$ cat src/rtl/matvec_loader.sv
// Streams DEPTH*DEPTH matrix elements (row-major) followed by DEPTH vector
// elements into operand registers, then holds them for a downstream multiplier.
module matvec_loader #(
  parameter int DEPTH      = 8,
  parameter int DATA_WIDTH = 8
) (
  input  logic                  clk,
  input  logic                  rst_n,
  input  logic                  start,
  input  logic                  abort,
  input  logic                  s_valid,
  input  logic [DATA_WIDTH-1:0] s_data,
  output logic                  s_ready,
  output logic [DATA_WIDTH-1:0] a_matrix [DEPTH][DEPTH],
  output logic [DATA_WIDTH-1:0] b_vector [DEPTH],
  output logic                  mult_valid,
  input  logic                  mult_done,
  output logic                  busy
);

  localparam int NUM_A  = DEPTH * DEPTH;
  localparam int NUM_EL = NUM_A + DEPTH;
  localparam int CNT_W  = (NUM_EL > 1) ? $clog2(NUM_EL) : 1;
  localparam logic [CNT_W-1:0] LAST_IDX = CNT_W'(NUM_EL - 1);

  typedef enum logic [1:0] {
    IDLE = 2'd0,
    LOAD = 2'd1,
    HOLD = 2'd2
  } state_e;

  state_e           state_q, state_d;
  logic [CNT_W-1:0] cnt_q, cnt_d;
  logic             xfer;
  logic             last_el;

  assign xfer    = (state_q == LOAD) && s_valid;
  assign last_el = (cnt_q == LAST_IDX);

  always_ff @(posedge clk or negedge rst_n) begin
    if (!rst_n) begin
      state_q <= IDLE;
      cnt_q   <= '0;
    end else begin
      state_q <= state_d;
      cnt_q   <= cnt_d;
    end
  end

  always_comb begin
    state_d = state_q;
    cnt_d   = cnt_q;
    case (state_q)
      IDLE: begin
        if (start) begin
          state_d = LOAD;
          cnt_d   = '0;
        end
      end
      LOAD: begin
        if (xfer) begin
          // The counter parks on the last index so it can never wrap.
          if (last_el) state_d = HOLD;
          else         cnt_d   = cnt_q + CNT_W'(1);
        end
        if (abort) begin
          state_d = IDLE;
          cnt_d   = '0;
        end
      end
      HOLD: begin
        if (mult_done) state_d = IDLE;
      end
      default: begin
        state_d = IDLE;
        cnt_d   = '0;
      end
    endcase
  end

  assign s_ready    = (state_q == LOAD);
  assign mult_valid = (state_q == HOLD);
  assign busy       = (state_q != IDLE);

  // Each operand element owns a register with a decoded write enable; the
  // write happens on any LOAD transfer, including one coinciding with abort.
  for (genvar gi = 0; gi < DEPTH; gi++) begin : g_row
    for (genvar gj = 0; gj < DEPTH; gj++) begin : g_col
      localparam logic [CNT_W-1:0] A_IDX = CNT_W'(gi * DEPTH + gj);
      logic [DATA_WIDTH-1:0] a_q;

      always_ff @(posedge clk or negedge rst_n) begin
        if (!rst_n)                         a_q <= '0;
        else if (xfer && (cnt_q == A_IDX)) a_q <= s_data;
      end

      assign a_matrix[gi][gj] = a_q;
    end
  end

  for (genvar gi = 0; gi < DEPTH; gi++) begin : g_vec
    localparam logic [CNT_W-1:0] B_IDX = CNT_W'(NUM_A + gi);
    logic [DATA_WIDTH-1:0] b_q;

    always_ff @(posedge clk or negedge rst_n) begin
      if (!rst_n)                         b_q <= '0;
      else if (xfer && (cnt_q == B_IDX)) b_q <= s_data;
    end

    assign b_vector[gi] = b_q;
  end

endmodule

$ cat config.mk
export PLATFORM = sky130hd
export DESIGN_NAME = matvec_loader
export DESIGN_NICKNAME = d
export VERILOG_FILES = /design/src/rtl/matvec_loader.sv
export SDC_FILE = /design/constraint.sdc
export NUM_CORES = 1
export LEC_CHECK = 0
export BUFFER_PORTS_ARGS = -buffer_cell sky130_fd_sc_hd__buf_2
export CELL_PAD_IN_SITES_DETAIL_PLACEMENT = 0
export CELL_PAD_IN_SITES_GLOBAL_PLACEMENT = 1
export CORE_ASPECT_RATIO = 0.9
export CORE_UTILIZATION = 43
export DETAILED_ROUTE_END_ITERATION = 8
export GPL_TIMING_DRIVEN = 1
export PLACE_DENSITY = 0.76
export RECOVER_POWER = 50
export SLEW_MARGIN = 30
export SYNTH_ARGS = -nofsm -noshare
export SYNTH_HDL_FRONTEND = slang
export SYNTH_SLANG_ARGS = --single-unit
$ cat constraint.sdc
create_clock -name clk -period 2.5 [get_ports clk]
set_input_delay 0.25 -clock clk [delete_from_list [all_inputs] [get_ports clk]]
set_output_delay 0.25 -clock clk [all_outputs]
set_load 0.03 [all_outputs]
==> results of run 1 <==
-- routing by layer --
layer,global-route usage,up-vias,wire length (um),part of all wire
met4,0.0969,0,2610,0.039
met3,0.0630,142,4450,0.066
li1,-,6217,-,-
met2,0.395,459,31900,0.47
met1,0.325,7639,28400,0.42
met5,0,-,0,0
-- worst min path at each step --
stage	end	startpoint	cells after the start	slack [ps]
floorplan	cnt_q[0]	rst_n	0	-50
detailed placement	g_row[4].g_col[2].a_q[3]	rst_n	1	270
finish	g_row[4].g_col[1].a_q[6]	rst_n	2	190
CTS	g_row[4].g_col[1].a_q[6]	rst_n	2	220
global route	g_row[4].g_col[2].a_q[3]	rst_n	2	210
global placement	g_row[4].g_col[1].a_q[4]	rst_n	1	260
-- worst register-to-register path: cells and delay by family (launching register included) --
family	cells	cell delay, ps
adders and majority gates	1	150
muxes	1	390
and+or+nand+nor	3	1110
buffers and inverters	1	150
DFF	1	440
-- final cells by class --
| type | instances | share of cell area |
|---|---|---|
| tap | 688 | 0.0306 |
| inverter | 4 | 0.000533 |
| multi-input combinational | 728 | 0.269 |
| clock inverter | 19 | 0.00827 |
| antenna | 1 | 0.0000889 |
| timing repair buffer | 654 | 0.112 |
| sequential | 585 | 0.520 |
| clock buffer | 84 | 0.0599 |
-- flip-flops by register name, summed over array words and instances, names as in the netlist --
| register | cells |
|---|---|
| cnt_q | 7 |
| g_row.g_col.a_q | 512 |
| g_vec.b_q | 64 |
| state_q | 2 |
-- report_power, final --
part	leakage [nW]	total, W	switching, W	internal [W]
clock	0.949	0.00880	0.00363	0.00517
sequential	8.14	0.00973	0.0000962	0.00963
combinational	5.78	0.00119	0.000923	0.000267
total	14.9	0.0197	0.00465	0.0151
-- through the flow --
step                instances  hold slack, ps  power, W  cell area (sq um)  worst slack [ps]
floorplan                1401           -45.6    0.0105              22600               528
global placement         2654             260    0.0111              26700               197
detailed placement       2654             272    0.0112              26700               129
CTS                      2762             217    0.0200              28600               118
global route             2763             210    0.0204              28200              3.35
finish                   2763             186    0.0197              28200               149
-- placed cells by master (no fill, tap or decap), types with 5 or more instances in the layout --
master | netlist | routed
dfrtp_1 | 585 | 585
mux2_2 | 575 | 575
clkbuf_1 | 62 | 308
buf_2 | 9 | 305
clkbuf_16 | 0 | 57
buf_4 | 2 | 33
nor2_2 | 32 | 32
nand2_2 | 20 | 20
nor2_4 | 20 | 20
nand2_1 | 16 | 16
clkbuf_8 | 0 | 16
clkinv_2 | 0 | 10
o21ai_0 | 9 | 9
buf_12 | 0 | 8
a31oi_1 | 6 | 6
bufinv_16 | 0 | 5
dlygate4sd3_1 | 0 | 5
-- what timing repair did --
item / in CTS / in global routing
hold buffers: 5 / 0
hold endpoints to repair: 49 / 0
resized for setup: 0 / 0
-- cell families (layout without fill, tap and decap cells) --
| logic type | count (synthesis) | count (layout) | share of synthesized area |
|---|---|---|---|
| multiplexers | 576 | 576 | 0.287 |
| buffers and inverters | 88 | 761 | 0.0162 |
| adder cells (fa/ha/maj) | 4 | 4 | 0.00222 |
| AND/OR/NAND/NOR | 124 | 124 | 0.0397 |
| flip-flops | 585 | 585 | 0.648 |
| other | 0 | 1 | 0 |
| AO/OA/AOI/OAI | 24 | 24 | 0.00621 |
==> summary.md, run 1 <==
| Metric | Value |
|---|---|
| Mapped Nets | 1419 |
| Top cell type's share of synthesized area | 0.648 |
| Syn Area/Cell | 16.1 sq um |
| Vias | 14.5k |
| Worst Setup SP | cnt_q[0] |
| Final Hold Vio Count | 0 |
| Unrepaired setup endpoints after global routing | false |
| Remaining antenna violation count | 0 |
| Seq/Total Area, Yosys | 0.648 |
| Max VDD drop | 0.606 mV |
| Initial antenna violation count | 1 |
| WP data required | between 2000 and 3000 ps |
| GP Congestion | slightly above 0.8 |
| # rows | 79 |
| Initial Utilization | 0.436 |
| Crit path DAT | 2820 ps |
| Largest net degree at the start of global routing | 86 |
| Internal reg-to-reg setup slack | around 150 ps |
| Critical Path Sink Type | flip-flop |
| Crit path capture | g_row[7].g_col[0].a_q[7] |
| Die H | 219 um |
| Vias in the first global route | 14.6k |
| Outcome | completed |
| CTS sink count | 585 |
| Synth top cells by count | 585 x dfrtp_1, 575 x mux2_2, 62 x clkbuf_1 |
| DRC violations left | 0 |
| Main synth FF type | dfrtp_1 |
| #FFs+latches synth | 585 |
| Final WL | 67400 um |
| Clk Tree Root Cell | clkbuf_16 |
| Final setup fails | 0 |
| Power density over the cells | 700 nW/um^2 |
| Reg-to-reg critical path endpoint | g_row[7].g_col[0].a_q[7] |
| Setup Buffers After CTS | 0 |
| Crit-path cells | inv_1, ha_1, and4b_1, nand2_1, nor2_2, mux2_2 |
| Worst R2R Start | cnt_q[0] |
| Synth unique cells | 38 |
| Mapped Cells | 1401 |
| Final worst path period need | 2350 ps |
| R2R cell count | 6 |
| Ports | 593 |
| Reg clk slew, reported paths | 60 ps |
| Crit path buffers/inverters | 1 |
| P&R area growth vs syn | 24.7% |
| DR iter-0 viols | 533 |
| Max-slew violations | 0 |
| Worst Skew | 16.6 ps |
| DIE AREA | 53400 sq um |
| Gr ovfl total | 0 |
| Synth Warn # | 0 |
| Max-Cap Viols | 0 |
| Nets | 2048 |
| H-Tree Depth | 2 |
| Share of layout cells above drive strength 1 | 0.530 |
| Gr usage total | 0.248 |
| Flip-flop and latch area | approximately 15000 sq um |
| Cell taking the most area after synthesis | dfrtp_1 |
| Half-perimeter wire length after placement | 45900 um |
| CP max stage cell | nor2_2 |
| Ys async rst share | 1.00 |
| Drt first pass iters | 5 |
| Relative slew slack | 0.00724 |
| Max Clock Freq | 0.425 GHz |
| Fillers | 4501 |
| Die Wd | approximately 240 um |
| HP Class | input pin to asynchronous set/reset pin |
| Top post-synthesis cells by area | dfrtp_1 65%, mux2_2 29%, clkbuf_1 1.0%, nor2_4 1.0%, nor2_2 0.89% |
| Worst-margin pin slew | between 1000 and 1500 ps |
| EDFF count, synth | 0 |
| TNS Setup | 0 ps |
| CP Launch Type | flip-flop |
| Final Core Density | 0.544 |
| Most frequent cell after synthesis | dfrtp_1 |
| Max clock buf depth | 3 |
| CTS Buf Count | 57 |
| WL/cell | 24.4 um |
| CP top delay family | simple AND/OR/NAND/NOR gates |
| Worst-path maximum fanout | 8 |
| Post-synthesis cell area | 22600 sq um |
| Vias/cell | 5.23 |
| Max incr delay on CP | 480 ps |
| TritonCTS clock tree | done |
| LEAKAGE | 14.9 nW |
| First-pass GRT wire length | approximately 98000 um |
| CP Class | flip-flop to flip-flop |
| # port buffers | about 590 |
| Worst skew pair latency | around 600 ps |
| Area of the multi-input gates | 7570 sq um |
| Crit share post-route | 0.941 |
| Levels on crit path | 6 |
| Core ar. | between 50000 and 60000 sq um |
Note: power is estimated with default switching activity, not from simulation.
==> run 2, diff against run 1 <==
CORE_AREA = 2 2 232 234   (was unset)
CORE_ASPECT_RATIO = unset   (was 0.9)
CORE_UTILIZATION = unset   (was 43)
DIE_AREA = 0 0 234 236   (was unset)
clock period = 2.8 ns   (was 2.5 ns; I/O delays follow)
==> run 2 against run 1 <==
Clock power fell by 12%. Critical path depth fell by 2. Global-route usage fell by 0.37 points. Die area rose by 3.4%. Sequential cell count did not move. Non-clock buffer count fell by 11. Final area fell by 0.18%. Register-to-register slack improved by 60 ps. Fmax fell by 9.4%. Total power fell by 11%. The run now ends with max-capacitance violations, max-slew violations left. Worst setup slack improved by 56 ps. First-iteration DRC count rose by 8.6%.
==> summary.md, run 2 (synthesized netlist as in run 1, its figures left out) <==
| Metric | Value |
|---|---|
| H-Tree Depth | 2 (unchanged) |
| Outcome | finished, violations left (was completed) |
| Final setup fails | 0 (unchanged) |
| Remaining antenna violation count | 0 (unchanged) |
| # port buffers | 592 (unchanged) |
| Crit share post-route | 0.927 (was 0.941) |
| Combinational power share | 0.064 (was 0.060) |
| Final worst path period need | 2600 ps (was 2350 ps) |
| Max-slew violations | 64 (was 0) |
| Vias in the first global route | 14.9k (was 14.6k) |
| Drt first pass iters | 4 (was 5) |
| Gr usage total | 0.244 (was 0.248) |
| Gr ovfl total | 0 (unchanged) |
| Crit path DAT | 3080 ps (was 2820 ps) |
| Worst slack, placed | 274 ps (was 129 ps) |
| Commonest cells after routing, fill and taps aside | 585 x dfrtp_1, 575 x mux2_2, 304 x clkbuf_1 (was 585 x dfrtp_1, 575 x mux2_2, 308 x clkbuf_1) |
| P_sw | 0.00417 W (was 0.00465 W) |
| Reg with most FFs | g_row.g_col.a_q (unchanged) |
| Max Clock Freq | 0.385 GHz (was 0.425 GHz) |
| CP Class | flip-flop to flip-flop (unchanged) |
| Worst-path maximum fanout | 12 (was 8) |
| Vias | 14.3k (was 14.5k) |
| WL/cell | 24.7 um (was 24.4 um) |
| Clk Tree Root Cell | clkbuf_16 (unchanged) |
| # rows | 85 (was 79) |
| Nets | 2039 (was 2048) |
| Largest net degree at the start of global routing | 73 (was 86) |
| Post-DP Area | 26600 sq um (was 26700 sq um) |
| Relative slew slack | -0.438 (was 0.00724) |
| Share of layout cells above drive strength 1 | 0.529 (was 0.530) |
| Final hold slack | 71.1 ps (was 186 ps) |
| Worst Hold Path Cells | 3 |
| Failing checks | max-capacitance violations, max-slew violations |
| Initial antenna violation count | 4 (was 1) |
| Max incr delay on CP | 620 ps (was 480 ps) |
| Half-perimeter wire length after placement | 46700 um (was 45900 um) |
| Final Instance Area | 28100 sq um (was 28200 sq um) |
| Internal power | 0.0134 W (was 0.0151 W) |
| Worst skew pair latency | 610 ps (was 600 ps) |
| Reg-to-reg critical path endpoint | g_row[6].g_col[4].a_q[5] (was g_row[7].g_col[0].a_q[7]) |
| Tot Pwr | 0.0176 W (was 0.0197 W) |
| CTS sink count | 585 (unchanged) |
| Internal reg-to-reg setup slack | 200 ps (was 150 ps) |
| Final Hold Vio Count | 0 (unchanged) |
| Ports | 593 (unchanged) |
| Worst R2R Start | cnt_q[2] (was cnt_q[0]) |
| Final WL | 68100 um (was 67400 um) |
| Biggest regs | g_row.g_col.a_q x512, g_vec.b_q x64, cnt_q x7 (unchanged) |
| GP Congestion | 0.811 (was 0.828) |
| Core ar. | 53100 sq um (was 51800 sq um) |
| WP data required | 3290 ps (was 2970 ps) |
| Critical Path Sink Type | flip-flop (unchanged) |
| Initial Utilization | 0.425 (was 0.436) |
| First-pass GRT wire length | 100000 um (was 98100 um) |
| Max-Cap Viols | 1 (was 0) |
| Crit-path cells | nor2b_1, nand2_1, nor2_2, mux2_2 (was inv_1, ha_1, and4b_1, nand2_1, nor2_2, mux2_2) |
| Switching part of the total | 0.237 (was 0.236) |
| DRC violations left | 0 (unchanged) |
| Max clock buf depth | 3 (unchanged) |
| Most common cell after layout, fill and taps aside | dfrtp_1 (unchanged) |
| Final worst slack | 205 ps (was 149 ps) |
| Vias/cell | 5.18 (was 5.23) |
| Worst-margin pin slew | 2160 ps (was 1490 ps) |
| Clock power share | 0.442 (was 0.446) |
| Setup Buffers After CTS | 0 (unchanged) |
| LEAKAGE | 14.8 nW (was 14.9 nW) |
| CTS resizes | 0 (unchanged) |
| WHS Endpoint | cnt_q[4] |
| Die H | 236 um (was 219 um) |
| Hold buffer count at cts | 4 (was 5) |
| TritonCTS clock tree | done (unchanged) |
| CP max stage cell | dfrtp_1 (was nor2_2) |
| Number of flip-flops in the largest register | 512 (unchanged) |
| P&R area growth vs syn | 24.5% (was 24.7%) |
| TNS Setup | 0 ps (unchanged) |
| CP Launch Type | flip-flop (unchanged) |
| R2R cell count | 4 (was 6) |
| Unrepaired setup endpoints after global routing | false (unchanged) |
| DIE AREA | 55200 sq um (was 53400 sq um) |
| Hold path startpoint | s_valid |
| HP Class | input pin to flip-flop (was input pin to asynchronous set/reset pin) |
| Worst Setup SP | cnt_q[2] (was cnt_q[0]) |
| Sequential power share | 0.494 (was 0.493) |
| Die Wd | 234 um (was 244 um) |
| Worst Skew | 19.1 ps (was 16.6 ps) |
| CTS Buf Count | 59 (was 57) |
| Power density over the cells | 625 nW/um^2 (was 700 nW/um^2) |
| Reg clk slew, reported paths | 60 ps (about the same) |
| DR iter-0 viols | 579 (was 533) |
| Max VDD drop | 0.439 mV (was 0.606 mV) |
-- run 2: cell types whose count changed in the layout (fill, tap and decap cells not counted), sizes merged, moves of 2 or more --
cell    previous run  this run
buf              347       338
clkinv            11         5
bufinv             5         3
clkbuf           386       389
-- run 2: final cells by class --
type	instances	area (sq um)
Antenna cell	2	5.00
Clock buffer	88	1740
Multi-Input combinational cell	728	7570
Timing Repair Buffer	643	3120
Clock inverter	11	150
Fill cell	4615	25000
Sequential cell	585	14600
Tap cell	696	871
Inverter	4	15.0
-- run 2: power groups by stage --
stage | registers, W | clock network, W | logic (W)
2_1_floorplan | 0.00912 | 0 | 0.000282
3_3_place_gp | 0.00882 | 0 | 0.00115
3_5_place_dp | 0.00883 | 0 | 0.00117
4_1_cts | 0.00868 | 0.00791 | 0.00117
5_1_grt | 0.00870 | 0.00828 | 0.00119
6_report | 0.00868 | 0.00777 | 0.00112
-- run 2: metal layers --
layer	GRT usage	wire length, um
met5	0	16
met3	0.0597	4330
met1	0.317	28500
met4	0.0727	1960
met2	0.404	33300
-- run 2: worst max path at each step --
stage | endpoint | slack [ps] | depth (start not counted)
after floorplan | g_row[4].g_col[7].a_q[0] | 830 | 6
after global placement | g_row[5].g_col[7].a_q[0] | 370 | 3
after detailed placement | g_vec[4].b_q[3] | 270 | 4
after CTS | g_vec[4].b_q[3] | 260 | 4
after global routing | g_row[0].g_col[7].a_q[0] | 40 | 4
final | g_row[6].g_col[4].a_q[5] | 200 | 4
-- run 2: critical path: cells and delay by family (launching register included) --
family	cells	cell delay, ps
and+or+nand+nor	3	1450
DFF	1	620
muxes	1	400
-- run 2: metrics by stage --
| stage | cells | utilization |
|---|---|---|
| global placement | 2652 | 0.502 |
| CTS | 2755 | 0.538 |
| floorplan | 1401 | - |
| global route | 2756 | 0.530 |
| detailed placement | 2652 | 0.502 |
| finish | 2757 | 0.530 |
